[config.mk]
export PLATFORM = sky130hd
export DESIGN_NAME = id_stage
export DESIGN_NICKNAME = d
export VERILOG_FILES = /design/src/rtl/mips_pkg.sv /design/src/rtl/id_control_decoder.sv /design/src/rtl/id_stage.sv
export SDC_FILE = /design/constraint.sdc
export NUM_CORES = 1
export LEC_CHECK = 0
export ABC_CLOCK_PERIOD_IN_PS = 3350
export CAP_MARGIN = 30
export CORE_UTILIZATION = 43
export DETAILED_ROUTE_END_ITERATION = 10
export PLACE_DENSITY = 0.86
export SYNTH_ARGS = -nofsm -noshare
export SYNTH_HDL_FRONTEND = slang
export SYNTH_HIERARCHICAL = 1
export SYNTH_SLANG_ARGS = --single-unit
export TNS_END_PERCENT = 100
[constraint.sdc]
create_clock -name clk -period 3.35 [get_ports clk]
set_input_delay 1.005 -clock clk [delete_from_list [all_inputs] [get_ports clk]]
set_output_delay 1.005 -clock clk [all_outputs]
set_load 0.03 [all_outputs]
[src/rtl/mips_pkg.sv]
// mips_pkg: opcodes, ALU-op encodings and the decode control bundle
package mips_pkg;
  localparam logic [5:0] OP_RTYPE = 6'h00;
  localparam logic [5:0] OP_J     = 6'h02;
  localparam logic [5:0] OP_BEQ   = 6'h04;
  localparam logic [5:0] OP_ADDI  = 6'h08;
  localparam logic [5:0] OP_ANDI  = 6'h0C;
  localparam logic [5:0] OP_ORI   = 6'h0D;
  localparam logic [5:0] OP_XORI  = 6'h0E;
  localparam logic [5:0] OP_LW    = 6'h23;
  localparam logic [5:0] OP_SW    = 6'h2B;
  localparam logic [1:0] ALU_ADD   = 2'b00;
  localparam logic [1:0] ALU_SUB   = 2'b01;
  localparam logic [1:0] ALU_FUNCT = 2'b10;
  localparam logic [1:0] ALU_LOGIC = 2'b11;
  typedef struct packed {
    logic       reg_write;
    logic       mem_read;
    logic       mem_write;
    logic       alu_src;
    logic       reg_dst;
    logic       branch;
    logic       jump;
    logic       zext;
    logic [1:0] alu_op;
  } ctrl_t;
endpackage

[src/rtl/id_control_decoder.sv]
// id_control_decoder: opcode to control bundle; ID_ZERO_EXT_EN enables zext and xori
module id_control_decoder
  import mips_pkg::*;
(
  input  logic [5:0] opcode_i,
  output ctrl_t      ctrl_o,
  output logic       illegal_o
);
`ifdef ID_ZERO_EXT_EN
  localparam logic ZEXT_EN = 1'b1;
`else
  localparam logic ZEXT_EN = 1'b0;
`endif
  // opcode lookup; unknown opcodes give an all-zero bundle and flag illegal
  always_comb begin
    ctrl_o    = '0;
    illegal_o = 1'b0;
    case (opcode_i)
      OP_RTYPE: begin
        ctrl_o.reg_write = 1'b1;
        ctrl_o.reg_dst   = 1'b1;
        ctrl_o.alu_op    = ALU_FUNCT;
      end
      OP_ADDI: begin
        ctrl_o.reg_write = 1'b1;
        ctrl_o.alu_src   = 1'b1;
        ctrl_o.alu_op    = ALU_ADD;
      end
      OP_ANDI, OP_ORI: begin
        ctrl_o.reg_write = 1'b1;
        ctrl_o.alu_src   = 1'b1;
        ctrl_o.zext      = ZEXT_EN;
        ctrl_o.alu_op    = ALU_LOGIC;
      end
      OP_XORI: begin
        ctrl_o.reg_write = ZEXT_EN;
        ctrl_o.alu_src   = ZEXT_EN;
        ctrl_o.zext      = ZEXT_EN;
        ctrl_o.alu_op    = ZEXT_EN ? ALU_LOGIC : ALU_ADD;
        illegal_o        = !ZEXT_EN;
      end
      OP_LW: begin
        ctrl_o.reg_write = 1'b1;
        ctrl_o.mem_read  = 1'b1;
        ctrl_o.alu_src   = 1'b1;
        ctrl_o.alu_op    = ALU_ADD;
      end
      OP_SW: begin
        ctrl_o.mem_write = 1'b1;
        ctrl_o.alu_src   = 1'b1;
        ctrl_o.alu_op    = ALU_ADD;
      end
      OP_BEQ: begin
        ctrl_o.branch = 1'b1;
        ctrl_o.alu_op = ALU_SUB;
      end
      OP_J: ctrl_o.jump = 1'b1;
      default: illegal_o = 1'b1;
    endcase
  end
endmodule

[src/rtl/id_stage.sv]
// id_stage: decode pipeline stage with valid/ready handshake and load-use stall; ID_ZERO_EXT_EN selects zero-extend decode
module id_stage
  import mips_pkg::*;
#(
  parameter int ADDR_W      = 32,
  parameter int STALL_CNT_W = 16
) (
  input  logic                   clk,
  input  logic                   rst,
  input  logic                   if_valid,
  input  logic [31:0]            if_instr,
  input  logic [ADDR_W-1:0]      if_pc,
  output logic                   if_ready,
  input  logic                   flush,
  input  logic                   ex_ready,
  input  logic                   ex_mem_read,
  input  logic [4:0]             ex_rt,
  output logic                   id_valid,
  output logic [ADDR_W-1:0]      id_pc,
  output logic [4:0]             id_rs,
  output logic [4:0]             id_rt,
  output logic [4:0]             id_rd,
  output logic [15:0]            id_imm16,
  output logic [25:0]            id_jaddr,
  output logic [9:0]             id_ctrl,
  output logic                   id_illegal,
  output logic [STALL_CNT_W-1:0] stall_cnt
);
  logic                   full_q, full_d;
  logic [31:0]            instr_q, instr_d;
  logic [ADDR_W-1:0]      pc_q, pc_d;
  logic [STALL_CNT_W-1:0] stall_q, stall_d;
  ctrl_t                  ctrl;
  logic                   illegal, hazard, accept, drain;
  id_control_decoder u_dec (
    .opcode_i (instr_q[31:26]),
    .ctrl_o   (ctrl),
    .illegal_o(illegal)
  );
  assign hazard     = full_q && ex_mem_read && (ex_rt != 5'd0) &&
                      (ex_rt == instr_q[25:21] || ex_rt == instr_q[20:16]);
  assign id_valid   = full_q && !hazard && !flush;
  assign if_ready   = !flush && (!full_q || (id_valid && ex_ready));
  assign accept     = if_valid && if_ready;
  assign drain      = id_valid && ex_ready;
  assign id_pc      = pc_q;
  assign id_rs      = instr_q[25:21];
  assign id_rt      = instr_q[20:16];
  assign id_rd      = instr_q[15:11];
  assign id_imm16   = instr_q[15:0];
  assign id_jaddr   = instr_q[25:0];
  assign id_ctrl    = full_q ? ctrl : '0;
  assign id_illegal = full_q && illegal;
  assign stall_cnt  = stall_q;
  // flush beats accept, accept beats drain; stall counter saturates
  always_comb begin
    full_d  = flush ? 1'b0 : accept ? 1'b1 : drain ? 1'b0 : full_q;
    instr_d = accept ? if_instr : instr_q;
    pc_d    = accept ? if_pc : pc_q;
    stall_d = (hazard && stall_q != '1) ? stall_q + 1'b1 : stall_q;
  end
  // stage register, emptied asynchronously by reset
  always_ff @(posedge clk or posedge rst) begin
    if (rst) begin
      full_q  <= 1'b0;
      instr_q <= '0;
      pc_q    <= '0;
      stall_q <= '0;
    end else begin
      full_q  <= full_d;
      instr_q <= instr_d;
      pc_q    <= pc_d;
      stall_q <= stall_d;
    end
  end
endmodule
-- Word level (Yosys, flattened, before mapping)
Cells that the tools add are included.
- add/sub/neg operators: 1
- equal/unequal tests: 10
- muxes and demuxes: 13
- reduce and logical (&&, ||, !) cells: 22
- operators with widths (kind ; number):
    == test 6 x 4 -> 1 bit (second input constant) ; 3
    adder 16 x 1 -> 16 bit (second input constant) ; 1
    != test 16 bit (second input constant) ; 1
    == test 6 bit (second input constant) ; 2
    2-to-1 mux 1 bit ; 11
    == test 5 bit ; 2
    logical AND 1 bit ; 10
    2-to-1 mux 10 bit ; 1
    OR reduction 5 bit ; 2
    OR reduction 8 bit ; 1
    == test 6 x 2 -> 1 bit (second input constant) ; 1
    == test 6 x 3 -> 1 bit (second input constant) ; 1
    logical NOT 6 bit ; 1
    case mux 2 bit (3 select lines) ; 1
    nonzero test 5 bit ; 1
    logical NOT 1 bit ; 3
    nonzero test 3 bit ; 1
    logical OR 1 bit ; 2
    OR reduction 2 bit ; 1
- bits in registers: 81
- input port bits: 75
- output and inout bits: 118
- logic and storage cells: 50

-- Depth between registers and ports, before layout
Gate-level depths: netlist of the first run.
- depth in word-level cells: 12
- gate-level depth with buffers: 6
- mapped depth without buffers: 6

-- Modules after synthesis
Netlist of the first run, hierarchy kept.
- by module, submodules not included (module ; times used ; cells an instance ; area each (um^2) ; seq. area each (um^2)):
    id_stage ; 1 ; 307 ; 4230.3 ; 2026.9
    id_control_decoder ; 1 ; 30 ; 210.2 ; 0.0

-- Least setup slack after synthesis of the first run
No wires, ideal clock.
- kind: in2out
- from: input port ex_rt[1]
- to: output port if_ready
- arrival time: 2477 ps
- path slack: -132 ps
- cell stages on the path: 5
- path buffers: 0
- cell sequence: or4_4 o211ai_4 a21boi_4 a21oi_1 nor2_1
- cells in the longest elaborated chain, start to end: 9
- elaborated cells between the ends (all ways): 12
- classes of those cells: 2 x eq/ne; 10 x reduce/logical
- RTL lines (what ; RTL line ; source):
    from (decl) ; id_stage.sv:17 ; input logic [4:0] ex_rt,
    == test 5 bit or nonzero test 5 bit (tied branches) ; id_stage.sv:41, id_stage.sv:40 ;
    logical OR 1 bit or logical AND 1 bit (tied branches) ; id_stage.sv:41, id_stage.sv:40 ;
    logical AND 1 bit (*) ; id_stage.sv:40 ; assign hazard = full_q && ex_mem_read && (ex_rt != 5'd0) &&
    logical NOT 1 bit (*) ; id_stage.sv:42 ; assign id_valid = full_q && !hazard && !flush;
    logical AND 1 bit (*) (2 in a row) ; id_stage.sv:42 ;
    logical AND 1 bit (*) ; id_stage.sv:43 ; assign if_ready = !flush && (!full_q || (id_valid && ex_ready));
    logical OR 1 bit (*) ; id_stage.sv:43 ;
    logical AND 1 bit (*) ; id_stage.sv:43 ;
    to (decl) ; id_stage.sv:13 ; output logic if_ready,
Every way passes the cells marked *; elsewhere a longest branch is shown, timed or not.

-- Worst setup path in the final report of the first run
- from: input port ex_rt[3]
- to: output port if_ready
Same word-level chain as after synthesis.

==> results of run 1 <==
==> path summary, 6_finish.rpt <==
check                      startpoint            to  slack [ns]  cells past startpoint
hold / removal              id_pc[16]     id_pc[16]        0.51                      1
min in group asynchronous         rst      id_pc[0]        1.10                      3
hold reg to reg             id_pc[16]     id_pc[16]        0.51                      1
setup / recovery             ex_rt[3]      if_ready        0.02                      7
max in group asynchronous         rst  stall_cnt[0]        1.79                      3
setup reg to reg               full_q   instr_q[17]        1.17                      8
==> Yosys cell counts, types with 2 or more instances <==
library cell,count
buf_4,58
nand4b_1,3
nand3_1,16
dfrtp_1,81
buf_12,6
inv_1,3
nand4_1,6
nor4b_1,3
and2_1,14
mux2_2,7
nand2b_1,2
or3_1,2
and3_1,3
nor4_1,5
xnor2_1,23
a21oi_1,5
clkbuf_1,2
nor2_1,5
nand2_1,9
buf_2,2
nor4b_2,2
mux2_4,60
==> routing by layer <==
layer	wire length [µm]	track usage, %
met1	4250	23.0
met2	5510	36.5
met3	473	4.66
met4	165	6.31
met5	0	0
==> kinds of logic after synthesis <==
logic type,Yosys count,synth area share [%]
buf+inv,72,13.4
xor+xnor,23,4.54
fa+ha+maj,1,0.282
other cells,1,0.0844
mux,67,22.1
compound gates,15,3.33
simple gates,77,10.7
flops,81,45.6
==> stage by stage <==
stage | utilization [%] | std cells | instance area (µm²) | power, mW | hold WS [ns]
4_1_cts | 63.5 | 629 | 6290 | 3.61 | 0.517
6_report | 63.7 | 629 | 6310 | 3.57 | 0.514
3_5_place_dp | 61.6 | 611 | 6110 | 2.97 | 0.493
2_1_floorplan | - | 337 | 4450 | 2.49 | 0.476
3_3_place_gp | 61.6 | 611 | 6110 | 2.93 | 0.491
5_1_grt | 63.7 | 629 | 6310 | 3.74 | 0.528
==> worst max-delay path, delay by kind of cell <==
family                 cells  cell delay (ns)
AO/OA/AOI/OAI              3             0.47
buffers and inverters      2             0.22
AND/OR/NAND/NOR            2             0.62
==> final cells by class <==
cell class | instances | area [µm²] | share of cell area (%)
Multi-Input combinational cell | 184 | 1850 | 29.2
Clock inverter | 6 | 36.3 | 0.575
Inverter | 3 | 12.5 | 0.198
Tap cell | 133 | 166 | 2.64
Sequential cell | 81 | 2030 | 32.2
Timing Repair Buffer | 213 | 2100 | 33.2
Clock buffer | 9 | 124 | 1.96
==> power by group through the flow <==
stage | clock network (mW) | registers [mW] | logic [mW]
after floorplan | 0 | 1.48 | 1.01
after global placement | 0 | 1.34 | 1.60
after detailed placement | 0 | 1.35 | 1.62
after CTS | 0.644 | 1.34 | 1.63
after global routing | 0.679 | 1.37 | 1.69
final | 0.607 | 1.34 | 1.62
==> state kept, by name, indices dropped and copies added (netlist names) <==
| name | flops |
|---|---|
| id_pc | 32 |
| stall_cnt | 16 |
| instr_q | 32 |
| full_q | 1 |
==> timing repair <==
action,CTS,global route
endpoints found under the setup margin,2,6
hold buffers,0,0
pin swaps,3,3
buffers inserted,3,0
resized for setup,22,10
==> impl_metrics.py, run 1 <==
metrics = {
    "pwr": {
        "switching_share_pct": 37.4,
        "pwr_density_cell_mw_per_mm2": 565,
        "p_int_mw": 2.23,
        "seqPwrFrac_pct": 37.6,
        "ir_drop_mv": 0.293,
        "switchingPower_mw": 1.33,
        "combPwrFrac_pct": 45.4,
        "pwr-share-clk_pct": 17.0,
        "p_leak_nw": 2.72,
    },
    "sta": {
        "rsz0062_at_grt": "yes",
        "period_share_pct": 99.5,
        "finalSetupViolations": 0,
        "setup_slack_ns": 0.0165,
        "worst_pin_slew_ns": 0.587,
        "finalMaxSlewViolations": 0,
        "finalHoldViolations": 0,
        "fmax_ghz": 0.300,
        "slew_headroom_pct": 60.9,
        "fin_skew_ns": 0.0147,
        "fin_tns_setup_ns": 0,
        "period_needed_ns": 3.33,
    },
    "global_route": {
        "grt.overflow.total": 0,
        "first_global_vias": 3300,
        "grt_first_pass_wirelength_mm": 17.1,
        "grt_max_degree": 47,
        "grtUsageTotal_pct": 20.0,
        "antenna_found_initial": 0,
    },
    "clocking": {
        "clockBufferDepth": 2,
        "h-tree-depth": 3,
        "clock_latency_ns": 0.34,
        "clock-root-buffer": "clkbuf_8",
        "clk_pin_slew_ns": 0.09,
        "cts.sinks": 81,
        "cts_buffers": 9,
        "cts_tree": "built",
    },
    "worst_setup_path": {
        "slowest_delay_ns": 0.53,
        "worstPathCellList": "buf_6 > or4_4 > o211ai_4 > a21boi_4 > a21oi_4 > nor2_4 > buf_6",
        "critPathLaunchType": "primary input",
        "worstPathRequired_ns": 2.34,
        "crit_type": "primary input to output port",
        "cp_slowest_cell": "or4_4",
        "arrival_ns": 2.33,
        "cp-end-kind": "output port",
        "cp_common_cell": "buf_6",
        "cp_max_fo": 2,
    },
    "synth": {
        "syn_nets": 413,
        "synth.distinct_cells": 42,
        "yosysWarnings": 6,
        "synthCells": 337,
        "async_reset_ff_share_pct": 100,
        "synth_area_per_cell_um2": 13.2,
        "ys_ff_latch": 81,
        "synth-main-ff-cell": "dfrtp_1",
        "synth_edf_count": 0,
        "synth.area.top_cells": "dfrtp_1 (46%), mux2_4 (20%), buf_4 (9.8%), xnor2_1 (4.5%), buf_12 (2.7%)",
        "synth_seq_area_share_pct": 45.6,
        "synth_top_area_share_pct": 45.6,
        "yosys.area.top_type": "dfrtp_1",
        "syn-cell-area_mm2": 0.00444,
    },
    "die": {
        "core-area_mm2": 0.00991,
        "die_h_um": 104,
        "initial_core_util_pct": 44.8,
        "die_x_um": 104,
        "ios": 193,
        "die_area_mm2": 0.0107,
        "rows": 36,
    },
    "routing": {
        "routed_wl_mm": 10.4,
        "route.detailed.drc": 0,
        "dr.pass1.iters": 4,
        "viasPerCell": 4.92,
        "num_vias": 3095,
        "ant_nets": 0,
        "drt-initial-drc-count": 98,
        "wl_per_cell_um": 16.5,
    },
    "layout": {
        "final_common_cell": "clkdlybuf4s50_1",
        "areaGrowthSynthToFinish_pct": 42.1,
        "drive_gt1_share_pct": 25.6,
        "diodes": 0,
        "mostFrequentLayoutCells": "clkdlybuf4s50_1 (181), dfrtp_1 (78), mux2_4 (60)",
        "nFillCells": 779,
        "nNetsFinal": 568,
    },
    "placed_design": {
        "portBuffers": 191,
        "dp_slack_ns": -0.380,
        "place_congestion": 0.847,
        "dpl.hpwl_mm": 7.67,
    },
    "run_status": {
        "run_status": "finished clean",
    },
    "run": {
        "max_cap_violations": 0,
    },
    "min_path": {
        "hold_class": "register to register",
    },
}
No activity file was read; power rests on OpenSTA's default activity.
==> run 2, diff against run 1 <==
--- a/config.mk
+++ b/config.mk
@@ -7,7 +7,9 @@
 export LEC_CHECK = 0
 export ABC_CLOCK_PERIOD_IN_PS = 3350
 export CAP_MARGIN = 30
-export CORE_UTILIZATION = 43
+export CELL_PAD_IN_SITES_DETAIL_PLACEMENT = 0
+export CELL_PAD_IN_SITES_GLOBAL_PLACEMENT = 2
+export CORE_UTILIZATION = 27
 export DETAILED_ROUTE_END_ITERATION = 10
 export PLACE_DENSITY = 0.86
 export SYNTH_ARGS = -nofsm -noshare
==> run 2 against run 1 <==
Wire length is 2.8% higher. Clock skew shrank 0.0093 ns. First-iteration DRC count down 13%. Combinational power about the same. Sequential share of layout area shrank 1.4 points. Critical path depth is the same. Cell count is 13% higher. Setup slack better by 0.014 ns. Non-clock buffer count is 1 lower. Die area increased by 58%. Clock power is 89% higher. Maximum frequency is 0.42% higher. Critical endpoint unchanged. Largest power group unchanged.
==> impl_metrics.py, run 2 (synthesis gave the netlist of run 1 again) <==
metrics = {
    "worst_setup_path": {
        "worstPathRequired_ns": 2.34,
        "arrival_ns": 2.31,
        "cp-end-kind": "output port",
        "cp_max_fo": 2,
        "crit_type": "primary input to output port",
        "critPathLaunchType": "primary input",
        "critPathLaunch": "ex_rt[4]",
        "reg2reg_from": "full_q",
    },
    "sta": {
        "worst_pin_slew_ns": 0.576,
        "fin_skew_ns": 0.00533,
        "finalMaxSlewViolations": 0,
        "slew_headroom_pct": 61.6,
        "period_needed_ns": 3.32,
        "period_share_pct": 99.1,
        "fmax_ghz": 0.301,
        "finalSetupViolations": 0,
        "setup_slack_ns": 0.0303,
        "finalHoldViolations": 0,
        "rsz0062_at_grt": "no",
        "fin_tns_setup_ns": 0,
    },
    "global_route": {
        "grt_first_pass_wirelength_mm": 16.4,
        "grt_max_degree": 45,
        "grtUsageTotal_pct": 12.9,
        "grt.overflow.total": 0,
        "antenna_found_initial": 0,
        "first_global_vias": 3100,
    },
    "min_path": {
        "hold_class": "register to register",
        "min_from": "id_pc[26]",
    },
    "die": {
        "die_x_um": 130,
        "rows": 46,
        "initial_core_util_pct": 27.9,
        "ios": 193,
        "die_h_um": 130,
        "die_area_mm2": 0.0170,
        "core-area_mm2": 0.0159,
    },
    "routing": {
        "route.detailed.drc": 0,
        "routed_wl_mm": 10.7,
        "num_vias": 2987,
        "ant_nets": 0,
        "wl_per_cell_um": 15.0,
        "dr.pass1.iters": 4,
        "viasPerCell": 4.20,
        "drt-initial-drc-count": 85,
    },
    "clocking": {
        "h-tree-depth": 3,
        "clk_pin_slew_ns": 0.06,
        "cts_buffers": 9,
        "cts_tree": "built",
        "clock_latency_ns": 0.34,
        "cts.sinks": 81,
        "clock-root-buffer": "clkbuf_16",
        "clockBufferDepth": 2,
    },
    "pwr": {
        "ir_drop_mv": 0.267,
        "totalPowerFinal_mw": 4.10,
        "pwr_density_cell_mw_per_mm2": 623,
        "p_leak_nw": 2.77,
    },
    "layout": {
        "final_common_cell": "clkdlybuf4s50_1",
        "final_area_mm2": 0.00658,
        "nNetsFinal": 567,
        "areaGrowthSynthToFinish_pct": 48.2,
        "mostFrequentLayoutCells": "clkdlybuf4s50_1 (182), dfrtp_1 (80), mux2_4 (60)",
        "diodes": 0,
        "drive_gt1_share_pct": 24.2,
    },
    "placed_design": {
        "dp_slack_ns": -0.353,
        "dpl.hpwl_mm": 7.75,
        "portBuffers": 191,
        "place_congestion": 0.772,
        "post_dp_cell_area_mm2": 0.00620,
    },
    "run_status": {
        "run_status": "finished clean",
    },
    "run": {
        "max_cap_violations": 0,
    },
}
==> run 2: metal layers <==
| metal | GRT usage, % | wire [µm] | share of wire, % |
|---|---|---|---|
| met3 | 3.57 | 693 | 6.5 |
| met5 | 0 | 0 | 0 |
| met1 | 15.4 | 4480 | 42 |
| met4 | 6.02 | 175 | 1.6 |
| met2 | 21.3 | 5340 | 50 |
==> run 2: worst max-delay path: stages <==
cell and delay, ns:
buf_6 0.09, or4_4 0.53, o211ai_4 0.18, a21boi_4 0.23
a21oi_4 0.05, nor2_4 0.08, buf_6 0.13
==> run 2: repair_timing <==
item                       4_1_cts  5_1_grt
setup buffers                    2        1
resized for setup               18        4
setup endpoints to repair        2        6
pin swaps                        5        3
hold buffers                     0        0
==> run 2: where the power goes <==
group | internal [mW] | switching (mW)
combinational | 0.818 | 0.809
sequential | 1.16 | 0.169
clock | 0.748 | 0.403
total | 2.72 | 1.38
==> run 2: area by class of cell <==
type / count / area (µm²)
flip-flops and latches: 81 / 2030
fillers: 1500 / 9360
inverters: 3 / 12.5
multi-input cells: 184 / 1840
well taps: 216 / 270
clock buffers: 11 / 243
clock inverters: 5 / 103
repair buffers: 212 / 2090
==> run 2: worst paths after layout <==
check,to,slack [ns],cells past startpoint
setup / recovery,if_ready,0.03,7
hold / removal,id_pc[26],0.51,1
setup reg to reg,id_pc[7],1.14,8
hold reg to reg,id_pc[26],0.51,1
max in group asynchronous,stall_cnt[9],1.80,3
min in group asynchronous,instr_q[12],1.12,3
==> run 2: through the flow <==
stage | hold WS, ns | cells | util [%]
floorplan | 0.476 | 337 | -
global placement | 0.493 | 693 | 38.9
detailed placement | 0.495 | 693 | 38.9
CTS | 0.516 | 711 | 41.1
global route | 0.526 | 712 | 41.3
finish | 0.513 | 712 | 41.3
